$ cat src/rtl/wb_arbiter_pkg.sv
// ---------------------------------------------------------------------------
// wb_arbiter_pkg
// Shared CPU constants for the writeback arbiter slice.
//   XLEN      : width of one register write
//   NREG      : number of architectural registers
//   AW        : register address width, log2(NREG)
//   port_e    : writeback port index (PORT_ALU = 0, PORT_LOAD = 1)
//   otherPort : returns the port that is not the argument
// ---------------------------------------------------------------------------
package wb_arbiter_pkg;

   localparam int XLEN = 4;
   localparam int NREG = 8;
   localparam int AW   = $clog2(NREG);

   // The two writeback sources. The round-robin pointer holds one of these.
   typedef enum logic {
      PORT_ALU  = 1'b0,
      PORT_LOAD = 1'b1
   } port_e;

   // After a port wins, priority passes to the other one.
   function automatic port_e otherPort(input port_e p);
      return (p == PORT_ALU) ? PORT_LOAD : PORT_ALU;
   endfunction

endpackage

$ cat src/rtl/wb_arbiter_if.sv
// ---------------------------------------------------------------------------
// wb_arbiter_if
// Bundle of every bus signal around the writeback arbiter.
//   req0_*  : ALU writeback request (valid/rd/data in, ready out)
//   req1_*  : load-unit writeback request, same meaning as req0
//   alloc_* : issue stage reserving a destination register
//   we/rd_addr/rd_data : registered register-file write port
//   busy    : per-register pending-write scoreboard, bit 0 always 0
// Modports:
//   slave  : the arbiter itself
//   master : whatever drives the requests and watches the write port
// ---------------------------------------------------------------------------
interface wb_arbiter_if #(
   parameter int XLEN = wb_arbiter_pkg::XLEN,
   parameter int NREG = wb_arbiter_pkg::NREG,
   parameter int AW   = $clog2(NREG)
) ();

   logic            req0_valid;
   logic [AW-1:0]   req0_rd;
   logic [XLEN-1:0] req0_data;
   logic            req0_ready;

   logic            req1_valid;
   logic [AW-1:0]   req1_rd;
   logic [XLEN-1:0] req1_data;
   logic            req1_ready;

   logic            alloc_valid;
   logic [AW-1:0]   alloc_rd;

   logic            we;
   logic [AW-1:0]   rd_addr;
   logic [XLEN-1:0] rd_data;
   logic [NREG-1:0] busy;

   modport slave (
      input  req0_valid, req0_rd, req0_data,
      output req0_ready,
      input  req1_valid, req1_rd, req1_data,
      output req1_ready,
      input  alloc_valid, alloc_rd,
      output we, rd_addr, rd_data, busy
   );

   modport master (
      output req0_valid, req0_rd, req0_data,
      input  req0_ready,
      output req1_valid, req1_rd, req1_data,
      input  req1_ready,
      output alloc_valid, alloc_rd,
      input  we, rd_addr, rd_data, busy
   );

endinterface

$ cat src/rtl/wb_arbiter_rr_arb2.sv
// ---------------------------------------------------------------------------
// rr_arb2
// Two-request round-robin arbiter, purely combinational. The caller owns
// the pointer register; this block only decides and proposes the update.
//   req_i   : request vector, bit n = port n wants the bus
//   ptr_i   : current priority pointer (port that wins a tie)
//   gnt_o   : one-hot grant, all zero when nobody requests
//   ptr_d_o : pointer to load at the next edge
// ---------------------------------------------------------------------------
module rr_arb2
   import wb_arbiter_pkg::*;
(
   input  logic [1:0] req_i,
   input  port_e      ptr_i,
   output logic [1:0] gnt_o,
   output port_e      ptr_d_o
);

   // A lone requester always wins. On a tie the pointer decides. Whenever
   // anybody is granted, priority moves to the port that did not win; with
   // no grant the pointer is left where it was.
   always_comb begin
      gnt_o   = 2'b00;
      ptr_d_o = ptr_i;
      unique case (req_i)
         2'b01:   gnt_o = 2'b01;
         2'b10:   gnt_o = 2'b10;
         2'b11:   gnt_o = (ptr_i == PORT_ALU) ? 2'b01 : 2'b10;
         default: gnt_o = 2'b00;
      endcase
      if (gnt_o[0]) begin
         ptr_d_o = otherPort(PORT_ALU);
      end else if (gnt_o[1]) begin
         ptr_d_o = otherPort(PORT_LOAD);
      end
   end

endmodule

$ cat src/rtl/wb_arbiter.sv
// ---------------------------------------------------------------------------
// wb_arbiter
// Merges the ALU and load-unit writeback streams into the single
// register-file write port and keeps the pending-write scoreboard.
//   clk : clock, everything updates on the rising edge
//   rst : synchronous active-high reset
//   bus : wb_arbiter_if slave side (requests, alloc, write port, busy)
// Writes appear on we/rd_addr/rd_data one cycle after their handshake.
// A write to x0 is accepted but never raises we.
// ---------------------------------------------------------------------------
module wb_arbiter
   import wb_arbiter_pkg::*;
#(
   parameter int XLEN = wb_arbiter_pkg::XLEN,
   parameter int NREG = wb_arbiter_pkg::NREG
) (
   input  logic clk,
   input  logic rst,
   wb_arbiter_if.slave bus
);

   localparam int RAW = $clog2(NREG);

   logic [1:0]      reqValid;
   logic [1:0]      gnt;
   logic            handshake;
   logic [RAW-1:0]  selRd;
   logic [XLEN-1:0] selData;

   port_e           rr_q;
   port_e           rr_d;

   logic            we_q;
   logic            we_d;
   logic [RAW-1:0]  addr_q;
   logic [RAW-1:0]  addr_d;
   logic [XLEN-1:0] data_q;
   logic [XLEN-1:0] data_d;
   logic [NREG-1:0] busy_q;
   logic [NREG-1:0] busy_d;

   // Requests are hidden from the arbiter during reset so neither port
   // sees ready and nothing can be accepted while the block is clearing.
   always_comb begin
      reqValid = {bus.req1_valid, bus.req0_valid} & {2{~rst}};
   end

   rr_arb2 u_arb (
      .req_i   (reqValid),
      .ptr_i   (rr_q),
      .gnt_o   (gnt),
      .ptr_d_o (rr_d)
   );

   assign bus.req0_ready = gnt[0];
   assign bus.req1_ready = gnt[1];

   // Pick the winning request and work out what the write port registers
   // will hold next cycle. Without a handshake the address and data just
   // hold; we only goes high for a winner that targets a real register.
   always_comb begin
      handshake = |gnt;
      selRd     = gnt[1] ? bus.req1_rd   : bus.req0_rd;
      selData   = gnt[1] ? bus.req1_data : bus.req0_data;
      we_d      = handshake && (selRd != '0);
      addr_d    = handshake ? selRd   : addr_q;
      data_d    = handshake ? selData : data_q;
   end

   // Scoreboard next state. The clear for the write currently on the port
   // is applied first and the alloc set second, so a same-cycle set and
   // clear of one register leaves it busy. x0 can never become busy.
   always_comb begin
      busy_d = busy_q;
      if (we_q) begin
         busy_d[addr_q] = 1'b0;
      end
      if (bus.alloc_valid && (bus.alloc_rd != '0)) begin
         busy_d[bus.alloc_rd] = 1'b1;
      end
      busy_d[0] = 1'b0;
   end

   // All state in one place: pointer, write port and scoreboard. Reset
   // wins over any alloc or writeback arriving in the same cycle.
   always_ff @(posedge clk) begin
      if (rst) begin
         rr_q   <= PORT_ALU;
         we_q   <= 1'b0;
         addr_q <= '0;
         data_q <= '0;
         busy_q <= '0;
      end else begin
         rr_q   <= rr_d;
         we_q   <= we_d;
         addr_q <= addr_d;
         data_q <= data_d;
         busy_q <= busy_d;
      end
   end

   // While reset is held the visible outputs read as zero straight away,
   // so a write captured just before reset rose never pulses we.
   always_comb begin
      bus.we      = we_q & ~rst;
      bus.rd_addr = rst ? '0 : addr_q;
      bus.rd_data = rst ? '0 : data_q;
      bus.busy    = rst ? '0 : busy_q;
   end

endmodule

$ cat src/flat_wrapper.sv
// flat-port wrapper written by rule: the top's interface ports become plain ports
module wb_arbiter_flat import wb_arbiter_pkg::*;
#(
   parameter int XLEN = wb_arbiter_pkg::XLEN,
   parameter int NREG = wb_arbiter_pkg::NREG
)
  (clk, rst, bus_req0_valid, bus_req0_rd, bus_req0_data, bus_req0_ready, bus_req1_valid, bus_req1_rd, bus_req1_data, bus_req1_ready, bus_alloc_valid, bus_alloc_rd, bus_we, bus_rd_addr, bus_rd_data, bus_busy);
  wb_arbiter_if #(.XLEN(XLEN), .NREG(NREG)) bus_i ();
  input  logic clk;
  input  logic rst;
  input wire logic [$bits(bus_i.req0_valid)-1:0] bus_req0_valid;
  input wire logic [$bits(bus_i.req0_rd)-1:0] bus_req0_rd;
  input wire logic [$bits(bus_i.req0_data)-1:0] bus_req0_data;
  output wire logic [$bits(bus_i.req0_ready)-1:0] bus_req0_ready;
  input wire logic [$bits(bus_i.req1_valid)-1:0] bus_req1_valid;
  input wire logic [$bits(bus_i.req1_rd)-1:0] bus_req1_rd;
  input wire logic [$bits(bus_i.req1_data)-1:0] bus_req1_data;
  output wire logic [$bits(bus_i.req1_ready)-1:0] bus_req1_ready;
  input wire logic [$bits(bus_i.alloc_valid)-1:0] bus_alloc_valid;
  input wire logic [$bits(bus_i.alloc_rd)-1:0] bus_alloc_rd;
  output wire logic [$bits(bus_i.we)-1:0] bus_we;
  output wire logic [$bits(bus_i.rd_addr)-1:0] bus_rd_addr;
  output wire logic [$bits(bus_i.rd_data)-1:0] bus_rd_data;
  output wire logic [$bits(bus_i.busy)-1:0] bus_busy;
  assign bus_i.req0_valid = bus_req0_valid;
  assign bus_i.req0_rd = bus_req0_rd;
  assign bus_i.req0_data = bus_req0_data;
  assign bus_req0_ready = bus_i.req0_ready;
  assign bus_i.req1_valid = bus_req1_valid;
  assign bus_i.req1_rd = bus_req1_rd;
  assign bus_i.req1_data = bus_req1_data;
  assign bus_req1_ready = bus_i.req1_ready;
  assign bus_i.alloc_valid = bus_alloc_valid;
  assign bus_i.alloc_rd = bus_alloc_rd;
  assign bus_we = bus_i.we;
  assign bus_rd_addr = bus_i.rd_addr;
  assign bus_rd_data = bus_i.rd_data;
  assign bus_busy = bus_i.busy;
  wb_arbiter #(.XLEN(XLEN), .NREG(NREG)) u_core (.clk(clk), .rst(rst), .bus(bus_i));
endmodule
$ cat config.mk
export PLATFORM = sky130hd
export DESIGN_NAME = wb_arbiter_flat
export DESIGN_NICKNAME = d
export VERILOG_FILES = /design/src/rtl/wb_arbiter_pkg.sv /design/src/rtl/wb_arbiter_if.sv /design/src/rtl/wb_arbiter_rr_arb2.sv /design/src/rtl/wb_arbiter.sv /design/src/flat_wrapper.sv
export SDC_FILE = /design/constraint.sdc
export NUM_CORES = 1
export LEC_CHECK = 0
export BUFFER_PORTS_ARGS = -buffer_cell sky130_fd_sc_hd__buf_2
export CAP_MARGIN = 30
export CELL_PAD_IN_SITES_DETAIL_PLACEMENT = 0
export CELL_PAD_IN_SITES_GLOBAL_PLACEMENT = 1
export CORE_MARGIN = 1.5
export CORE_UTILIZATION = 31
export CTS_CLUSTER_SIZE = 14
export DETAILED_ROUTE_END_ITERATION = 16
export GPL_TIMING_DRIVEN = 0
export PLACE_DENSITY_LB_ADDON = 0.1
export REMOVE_ABC_BUFFERS = 1
export SKIP_LAST_GASP = 1
export SLEW_MARGIN = 10
export SYNTH_ARGS = -nofsm -noshare
export SYNTH_HDL_FRONTEND = slang
export SYNTH_SLANG_ARGS = --single-unit
$ cat constraint.sdc
create_clock -name clk -period 1.4 [get_ports clk]
set_clock_uncertainty 0.15 [all_clocks]
set_input_delay 0.14 -clock clk [delete_from_list [all_inputs] [get_ports clk]]
set_output_delay 0.14 -clock clk [all_outputs]
set_load 0.02 [all_outputs]
* Yosys cells after proc, flatten, opt, wreduce, memory -nomap -nowiden *
Index checks and enable logic that the tools add are counted.
Widths: inputs -> output; s select.

word-level totals
  logic and storage cells = 42
  flip-flop bits (word level) = 17
  output and inout bits = 18

cells by class
  reduce and logical (&&, ||, !) cells = 8
  equality and inequality tests = 3
  bitwise gates (word level) = 6
  $lt $le $gt $ge = 4
  mux-type cells = 15

operators by type and width
  cell                number
  $mux 8              3
  $and 8x8->8         1
  $lt 3x4->1 const B  2
  $mux 4              2
  $not 8->8           1
  $or 8x8->8          1
  $demux 1 s3         2
  $ge 3x1->1 const B  2
  $mux 3              2
  $pmux 2 s3          1
  $reduce_bool 3->1   2
  $eq 2x2->1 const B  2
  $logic_and 1x1->1   4
  $mux 1              4
  $and 2x2->2         1
  $eq 2x1->1 const B  1
  $mux 2              1
  $reduce_bool 2->1   1
  $reduce_or 2->1     1
  $and 1x1->1         1
  $not 1->1           1

* Longest topological paths before layout *
Gate-level depths: netlist of run 1.

  word-level depth = 9
  gate-level depth with buffers = 5
  depth with buffers taken out = 3

* Hierarchy *
Synthesis of run 1 repeated with hierarchy kept, for this count alone.

second synthesis, totals
  cells, all modules = 92
  area total of the unflattened synthesis = 890.9 sq um

modules (own cells, without submodules)
  module      instances  cells an instance  sequential area each (sq um)  area each (sq um)
  wb_arbiter  1          87                 320.3                         862.1
  rr_arb2     1          5                  0.0                           28.8

* Worst setup path after synthesis of run 1 *
No wires, ideal clock.

  path kind = reg-to-output
  start = register u_core.rr_q
  end = output port bus_req1_ready
  path slack = 0.004 ns
  arrival = 1.106 ns
  buffers on the path = 0
  stages on the path, launching flop included = 4
  cell sequence = dfxtp_1 -> a21bo_2 -> nor2_1 -> nor2_1

on the way
  word-level cells in the longest chain between the ends = 2

ends and longest elaborated chain
  what                    line                      RTL
  start, declared         wb_arbiter.sv:30          port_e rr_q;
  start signal, assigned  wb_arbiter.sv:94          rr_q <= rr_d;
  $mux 2                  wb_arbiter_rr_arb2.sv:28  2'b11: gnt_o = (ptr_i == PORT_ALU) ? 2'b01 : 2'b10;
  $pmux 2 s3              wb_arbiter_rr_arb2.sv:25  unique case (req_i)
  end, declared           flat_wrapper.sv:18        output wire logic [$bits(bus_i.req1_ready)-1:0] bus_req1_ready;

Every way passes these cells.

* Worst setup path in the final report of run 1 *
Same ends and word-level chain as after synthesis.

==> results.json, run 1 <==
{
  "yosysSeqAreaShare": 0.367,
  "clk_pin_slew_ns": 0.09,
  "worst_setup_path_start_kind": "flip-flop",
  "synth-seq-cells": 16,
  "grt_pass1_wl_um": 3950,
  "layout.nets": 186,
  "layoutNonFillerInstCount": 193,
  "drive_gt1_frac": 0.358,
  "setup_tns_ns": -0.00653,
  "p_leak_nw": 0.563,
  "synth_area_per_cell_um2": 8.09,
  "max-cap-violations": 0,
  "numClockSinks": 16,
  "areaGrowthSynthToFinish_pct": 48.3,
  "grt_antenna_before_repair": 0,
  "dp_hpwl_um": 1600,
  "die_x_um": 56.1,
  "setup_viol": 1,
  "slew_violations": 0,
  "clk_latency_ns": 0.29,
  "drt-total-wl_um": 2460,
  "power.total_mw": 1.05,
  "critPathTopFamily": "flip-flops",
  "gp_congestion": 0.720,
  "swShare": 0.304,
  "wl_per_cell_um": 12.7,
  "dieArea_mm2": 0.00314,
  "cp.arrival_ns": 1.12,
  "ios": 40,
  "dr.first_iter.drc_count": 16,
  "drtAntennaViolNets": 0,
  "vias_per_cell": 5.01,
  "port_buffers": 38,
  "hold_class": "primary input to flip-flop",
  "period_minus_slack_ns": 1.41,
  "cp_num_buf_inv": 1,
  "path_class": "flip-flop to primary output",
  "place_ws_ns": -0.244,
  "crit_path_cell_trace": "a21bo_4 > nor2_4 > nor2_1 > buf_4",
  "status": "complete, but fails checks",
  "combPwrFrac": 0.284,
  "syn_inst": 108,
  "yosysUniqueCellTypes": 32,
  "hold_viol": 0,
  "core_area_mm2": 0.00271,
  "row_count": 19,
  "crit_required_ns": 1.11,
  "grt-ovfl-total": 0,
  "clockBufferDepth": 2,
  "slowest_stage": "dfxtp_4",
  "grt_start_max_net_pins": 35,
  "start_util": 0.322,
  "first_global_vias": 923,
  "setup.worst_path.end_class": "primary output",
  "critPathMaxFanout": 2,
  "diodes": 0,
  "grt_setup_unrepaired": "true",
  "clkPwrFrac": 0.232,
  "first_pass_iters": 4,
  "powerDensity_mw_per_mm2": 809,
  "htreeDepth": 1,
  "p_seq_frac": 0.484,
  "switchingPower_mw": 0.318,
  "place_inst": 171,
  "fillers": 297,
  "slowest_delay_ns": 0.35,
  "root_buffer": "clkbuf_4",
  "violations": "negative setup slack",
  "power.internal_mw": 0.729,
  "timing.final.ws_setup_ns": -0.00653,
  "yosys_warnings": 0,
  "drc_errors": 0,
  "final_util": 0.478,
  "num_vias": 967,
  "cts_tree": "built",
  "ir_worst_vdd_uv": 557,
  "cts_buffers": 3,
  "max_freq_ghz": 0.711,
  "syn_area_um2": 873,
  "grt.total_usage": 0.159,
  "die_h_um": 56.1,
  "post-route-period-util": 1.00
}
-- area by class of cell --
cell class	instances	area, µm²	share of cell area
tap	31	38.8	0.0300
inverter	1	3.75	0.00290
timing repair buffer	57	373	0.288
multi-input combinational	85	531	0.410
clock buffer	3	22.5	0.0174
sequential	16	327	0.252
-- routing by layer --
layer | wire (µm) | GRT usage | up-vias
li1 | - | - | 494
met1 | 1070 | 0.169 | 435
met2 | 1250 | 0.296 | 34
met3 | 118 | 0.0326 | 4
met4 | 21 | 0.0714 | 0
met5 | 0 | 0 | -
-- power by group through the flow --
| stage | combinational [mW] | clock, mW | sequential, mW |
|---|---|---|---|
| 2_1_floorplan | 0.140 | 0 | 0.513 |
| 3_3_place_gp | 0.236 | 0 | 0.518 |
| 3_5_place_dp | 0.239 | 0 | 0.518 |
| 4_1_cts | 0.282 | 0.256 | 0.505 |
| 5_1_grt | 0.325 | 0.279 | 0.511 |
| 6_report | 0.298 | 0.243 | 0.507 |
-- synthesized netlist by cell type, drive strengths merged --
library cell   n  area [µm²]
a211oi         2        15.0
a21bo          1        10.0
a21boi         1        18.8
a21oi          4        20.0
a311oi         1        15.0
a31oi          5        31.3
a32oi          1        8.76
buf            4        31.3
clkbuf         2        8.75
conb           1        3.75
dfxtp         16         320
inv            1        3.75
nand2          5        18.8
nand2b         5        31.3
nand3          7        40.0
nand4          1        6.26
nand4b         2        17.5
nor2          12        45.0
nor2b         15        93.8
nor4           1        6.26
o21ai         15        78.8
o21ba          1        10.0
o2bb2ai        1        8.76
o31ai          1        7.51
o32ai          1        8.76
or2            1        6.26
or2b           1        7.51
-- registers in the layout, summed over array words and instances, names as in the netlist --
| signal | cells |
|---|---|
| u_core.addr_q | 3 |
| u_core.data_q | 4 |
| u_core.rr_q | 1 |
| u_core.we_q | 1 |
| u_core.busy_q | 7 |
-- tightest hold or removal path: cells and delay by family --
family	cells	cell delay, ns
buf+inv	1	0.14
simple gates	1	0.06
compound gates	1	0.06
-- layout by cell type, fill, tap and decap left out --
cell type / instances
nand2b_1: 5
dlygate4sd3_1: 14
a311oi_2: 1
a21bo_4: 1
nand3_1: 6
o21ai_0: 14
a31oi_1: 5
o31ai_1: 1
nand4_1: 1
a32oi_2: 1
o21ai_2: 1
nand2_1: 5
dfxtp_4: 1
conb_1: 1
nor2_4: 1
a21boi_4: 1
clkbuf_4: 3
nand3_2: 1
o2bb2ai_1: 1
o32ai_1: 1
nor2b_1: 15
buf_2: 36
dfxtp_1: 13
or2_2: 1
nor2_1: 11
buf_4: 7
dfxtp_2: 2
or2b_1: 1
nand4b_1: 2
nor4_1: 1
o21ba_2: 1
a211oi_1: 2
inv_1: 1
a21oi_1: 4
-- per-stage QoR --
step                      hold slack (ns)  cell area (µm²)
after floorplan                    0.0579              833
after global placement              0.263             1060
after detailed placement            0.273             1060
after CTS                        0.000603             1250
after global routing              0.00560             1290
final                              0.0126             1290
-- kinds of logic (layout without fill, tap and decap cells) --
group,Yosys count,in the layout,share of synthesized area
other cells,1,1,0.00429
buf+inv,7,61,0.0501
simple gates,50,50,0.312
compound gates,34,34,0.266
flops,16,16,0.367
-- final timing paths --
path                                    endpoint             start  slack (ns)  cells past startpoint
worst max-delay path              bus_req1_ready       u_core.rr_q      -0.007                      4
worst min-delay path            u_core.busy_q[5]   bus_alloc_rd[0]        0.01                      3
worst max register to register       u_core.we_q       u_core.rr_q        0.05                      4
worst min register to register  u_core.busy_q[2]  u_core.busy_q[2]        0.32                      2
-- what timing repair did --
action	4_1_cts	5_1_grt
endpoints found under the hold margin	10	0
gates resized for setup	5	5
hold buffers	14	0
pin swaps	1	3
setup endpoints to repair	2	7
setup buffers	2	3
(Power assumes the default switching activity.)
==> run 2: changes to the inputs <==
Settings changed: CORE_ASPECT_RATIO set to 0.6.
==> run 2 against run 1 <==
Against the previous run: the run now ends clean; worst hold slack worse by 0.0038 ns; worst setup slack improved by 0.012 ns; sequential cell count stayed put; register-to-register slack barely moved; sequential share of layout area grew 2.4 points; non-clock buffer count is 15 lower; fmax is 0.89% higher; via count decreased by 8.0%; final cell count is 6.7% lower; routed wire length down 7.8%.
==> results.json, run 2 (synthesis gave the netlist of run 1 again) <==
{
  "status": "completed",
  "cp.arrival_ns": 1.10,
  "start_util": 0.337,
  "hold_viol": 0,
  "crit_required_ns": 1.11,
  "grt_setup_unrepaired": "true",
  "hold_class": "primary input to flip-flop",
  "first_pass_iters": 6,
  "dr.first_iter.drc_count": 45,
  "root_buffer": "clkbuf_8",
  "place_inst": 172,
  "drc_errors": 0,
  "wl_per_cell_um": 12.6,
  "max-cap-violations": 0,
  "grt_antenna_before_repair": 0,
  "setup_viol": 0,
  "row_count": 14,
  "period_minus_slack_ns": 1.39,
  "numClockSinks": 16,
  "first_global_vias": 790,
  "dpl_cell_area_mm2": 0.00106,
  "drt-total-wl_um": 2270,
  "layout.nets": 171,
  "slowest_stage": "dfxtp_4",
  "drive_gt1_frac": 0.378,
  "drtAntennaViolNets": 0,
  "core_area_mm2": 0.00259,
  "largest-register": "u_core.busy_q",
  "final_cell_mix": "buf_2 (36), dfxtp_1 (15), nor2b_1 (14), o21ai_0 (14), nor2_1 (11)",
  "worst_r2r_path_depth": 5,
  "power.total_mw": 1.18,
  "final_common_cell": "buf_2",
  "areaGrowthSynthToFinish_pct": 34.4,
  "slowest_delay_ns": 0.36,
  "num_vias": 890,
  "largest_registers": "u_core.busy_q: 7 flops, u_core.data_q: 4 flops, u_core.addr_q: 3 flops",
  "cp_num_buf_inv": 1,
  "port_buffers": 38,
  "ir_worst_vdd_uv": 462,
  "hp-start": "bus_req1_data[2]",
  "grt.total_usage": 0.160,
  "htreeDepth": 1,
  "cts_buffers": 3,
  "max_freq_ghz": 0.717,
  "grt_pass1_wl_um": 3810,
  "clockBufferDepth": 2,
  "clk_pin_slew_ns": 0.06,
  "die_x_um": 71.5,
  "rrSetupSlack_ns": 0.06,
  "largest_reg_flops": 7,
  "diodes": 0,
  "vias_per_cell": 4.94,
  "r2r_start": "u_core.rr_q",
  "critPathMaxFanout": 4,
  "setup.worst_path.end_class": "primary output",
  "ios": 40,
  "layoutNonFillerInstCount": 180,
  "design_area_mm2": 0.00117,
  "powerDensity_mw_per_mm2": 1010,
  "critPathTopFamily": "flip-flops",
  "startpoint": "u_core.rr_q",
  "crit_path_cell_trace": "a21bo_4 > nor2_4 > nor2_1 > buf_4",
  "grt_start_max_net_pins": 35,
  "dieArea_mm2": 0.00316,
  "p_leak_nw": 0.514,
  "worst_setup_path_start_kind": "flip-flop",
  "path_class": "flip-flop to primary output",
  "dp_hpwl_um": 1670,
  "clk_latency_ns": 0.25,
  "crit_cells": 4,
  "cts_tree": "built",
  "min_path_cells": 3,
  "slew_violations": 0,
  "grt-ovfl-total": 0,
  "die_h_um": 44.1,
  "post-route-period-util": 0.996,
  "gp_congestion": 0.802,
  "fillers": 284
}
## run 2: changes by cell type in the layout (fill, tap and decap cells not counted), sizes merged
| cell | delta |
|---|---|
| dlygate4sd3 | -14 |
| buf | -1 |
| clkbuf | +1 |
## run 2: per-stage QoR
stage	setup slack [ns]	TNS (ns)	utilization	hold WS, ns
after floorplan	0.00294	0	-	0.0579
after global placement	-0.191	-0.483	0.410	0.270
after detailed placement	-0.182	-0.439	0.410	0.276
after CTS	-0.0107	-0.0107	0.446	0.00327
after global routing	-0.0348	-0.0955	0.453	0.0111
final	0.00585	0	0.453	0.00889
## run 2: worst paths after layout
| check | end |
|---|---|
| hold reg to reg | u_core.busy_q[3] |
| setup reg to reg | u_core.data_q[0] |
| hold / removal | u_core.data_q[2] |
| setup / recovery | bus_req1_ready |
## run 2: layout make-up
class	count	area, µm²	share of cell area
sequential	16	324	0.276
timing repair buffer	42	225	0.192
tap	32	40.0	0.0341
inverter	1	3.75	0.00320
multi-input combinational	85	526	0.448
clock buffer	4	55.1	0.0469
## run 2: metal layers
metal | vias to the layer above | part of all wire | track usage
met5 | - | 0 | 0
met4 | 0 | 0.0097 | 0.0566
met3 | 2 | 0.068 | 0.0569
met2 | 29 | 0.40 | 0.228
met1 | 397 | 0.52 | 0.226
li1 | 462 | - | -
## run 2: power by group
| group | switching [mW] | internal [mW] |
|---|---|---|
| sequential | 0.0192 | 0.489 |
| combinational | 0.148 | 0.111 |
| clock | 0.165 | 0.250 |
| total | 0.332 | 0.850 |
## run 2: timing repair
| item | in CTS | in global routing |
|---|---|---|
| resized for setup | 5 | 3 |
| buffers inserted | 3 | 1 |
| pin swaps | 1 | 2 |
| endpoints found under the setup margin | 2 | 5 |
| cloned | 0 | 0 |
| hold buffers | 0 | 0 |
## run 2: worst min-delay path, stage by stage
cell and delay, ns:
buf_2 0.09, o21ai_0 0.06, a31oi_1 0.07
==> run 3: changes to the inputs <==
Settings changed: CORE_UTILIZATION 31 to 34, PLACE_DENSITY set to 0.82, PLACE_DENSITY_LB_ADDON 0.1 to not set.
Clock period 1.4 ns to 1.66 ns, I/O delays scaled along.
==> run 3 against run 2 <==
Against the previous run: total power decreased by 17%; non-clock buffer count fell by 4; highest routed layer unchanged; first-iteration DRC count is 13% lower; largest cell class unchanged; global-route usage increased by 0.22 points; sequential share of layout area rose by 1.1 points; largest power group unchanged; sequential cell count stayed put; critical path depth stayed put.
==> results.json, run 3 (synthesis gave the netlist of run 1 again) <==
{
  "die_x_um": 68.4,
  "grt.total_usage": 0.163,
  "drive_gt1_frac": 0.347,
  "period_minus_slack_ns": 1.55,
  "min_path_cells": 3,
  "final_cell_mix": "buf_2 (37), nor2b_1 (15), dfxtp_1 (15)",
  "drt-total-wl_um": 2190,
  "status": "completed",
  "max-cap-violations": 0,
  "grt_antenna_before_repair": 0,
  "switchingPower_mw": 0.273,
  "post-route-period-util": 0.931,
  "p_leak_nw": 0.490,
  "worst_setup_path_start_kind": "flip-flop",
  "combPwrFrac": 0.205,
  "cts_buffers": 3,
  "r2r-end": "u_core.we_q",
  "hold_viol": 0,
  "final_common_cell": "buf_2",
  "vias_per_cell": 5.18,
  "place_inst": 170,
  "largest_reg_flops": 7,
  "setup_tns_ns": 0,
  "cp.arrival_ns": 1.23,
  "r2r_start": "u_core.rr_q",
  "htreeDepth": 1,
  "clk_latency_ns": 0.25,
  "ir_worst_vdd_uv": 432,
  "powerDensity_mw_per_mm2": 873,
  "dieArea_mm2": 0.00289,
  "num_vias": 902,
  "largest-register": "u_core.busy_q",
  "hp-start": "bus_req1_data[3]",
  "critPathMaxFanout": 8,
  "clk_pin_slew_ns": 0.06,
  "ios": 40,
  "start_util": 0.381,
  "gp_congestion": 0.725,
  "grt_setup_unrepaired": "false",
  "p_seq_frac": 0.440,
  "design_area_mm2": 0.00112,
  "numClockSinks": 16,
  "worst_r2r_path_depth": 3,
  "clockBufferDepth": 2,
  "clkPwrFrac": 0.354,
  "dpl_cell_area_mm2": 0.00106,
  "hold_class": "primary input to flip-flop",
  "row_count": 13,
  "wl_per_cell_um": 12.6,
  "areaGrowthSynthToFinish_pct": 28.2,
  "place_ws_ns": 0.0519,
  "path_class": "flip-flop to primary output",
  "setup.worst_path.end_class": "primary output",
  "largest_registers": "u_core.busy_q: 7 flops, u_core.data_q: 4 flops, u_core.addr_q: 3 flops",
  "port_buffers": 38,
  "hold_slack_ns": 0.0492,
  "crit_required_ns": 1.34,
  "swShare": 0.279,
  "first_pass_iters": 4,
  "max_freq_ghz": 0.647,
  "core_area_mm2": 0.00229,
  "rrSetupSlack_ns": 0.38,
  "layoutNonFillerInstCount": 174,
  "grt_start_max_net_pins": 35,
  "drtAntennaViolNets": 0,
  "root_buffer": "clkbuf_8",
  "drc_errors": 0,
  "diodes": 0,
  "grt-ovfl-total": 0,
  "grt_pass1_wl_um": 3570,
  "die_h_um": 42.3,
  "timing.final.ws_setup_ns": 0.114,
  "layout.nets": 167,
  "first_global_vias": 788,
  "min_to": "u_core.data_q[3]",
  "slew_violations": 0,
  "power.internal_mw": 0.705,
  "dp_hpwl_um": 1600,
  "cts_tree": "built",
  "setup_viol": 0,
  "dr.first_iter.drc_count": 39
}
## run 3: cell types whose count changed in the layout (fill, tap and decap cells not counted), sizes merged
cell	delta
buf	-5
clkbuf	+1
## run 3: worst max path at each step
| stage | depth (start not counted) | startpoint | to | slack (ns) |
|---|---|---|---|---|
| final | 4 | u_core.rr_q | bus_req1_ready | 0.11 |
| after global placement | 4 | rst | u_core.we_q | 0.08 |
| after global routing | 4 | u_core.rr_q | bus_req1_ready | 0.05 |
| after floorplan | 3 | u_core.rr_q | bus_req1_ready | 0.24 |
| after CTS | 4 | u_core.rr_q | bus_req1_ready | 0.03 |
| after detailed placement | 4 | rst | u_core.we_q | 0.05 |
## run 3: power groups by stage
stage | Clock (mW) | Combinational (mW) | Sequential [mW]
floorplan | 0 | 0.118 | 0.433
global placement | 0 | 0.197 | 0.437
detailed placement | 0 | 0.200 | 0.438
CTS | 0.359 | 0.201 | 0.429
global route | 0.373 | 0.223 | 0.434
finish | 0.346 | 0.201 | 0.431
## run 3: worst max-delay path, cell delays in order (launching register included)
cell	delay, ns
dfxtp_2	0.39
a21bo_2	0.25
nor2_1	0.07
nor2_1	0.11
buf_2	0.17
## run 3: through the flow
step / utilization / total power, mW
6_report: 0.488 / 0.978
3_5_place_dp: 0.463 / 0.638
3_3_place_gp: 0.463 / 0.634
5_1_grt: 0.488 / 1.03
4_1_cts: 0.487 / 0.989
2_1_floorplan: - / 0.551
## run 3: layout make-up
class / count / area [µm²]
Fill cell: 229 / 1170
Timing Repair Buffer: 38 / 193
Inverter: 1 / 3.75
Multi-Input combinational cell: 85 / 509
Sequential cell: 16 / 322
Tap cell: 30 / 37.5
Clock buffer: 4 / 55.1
## run 3: repair_timing
item                       4_1_cts  5_1_grt
setup buffers                    0        0
setup endpoints to repair        0        1
gates resized for setup          0        2
hold buffers                     0        0
## run 3: metal layers
layer	wire length, µm	vias to the layer above	track usage
li1	-	454	-
met1	1170	415	0.236
met2	828	28	0.219
met3	160	5	0.0538
met4	31	0	0.0600
met5	0	-	0
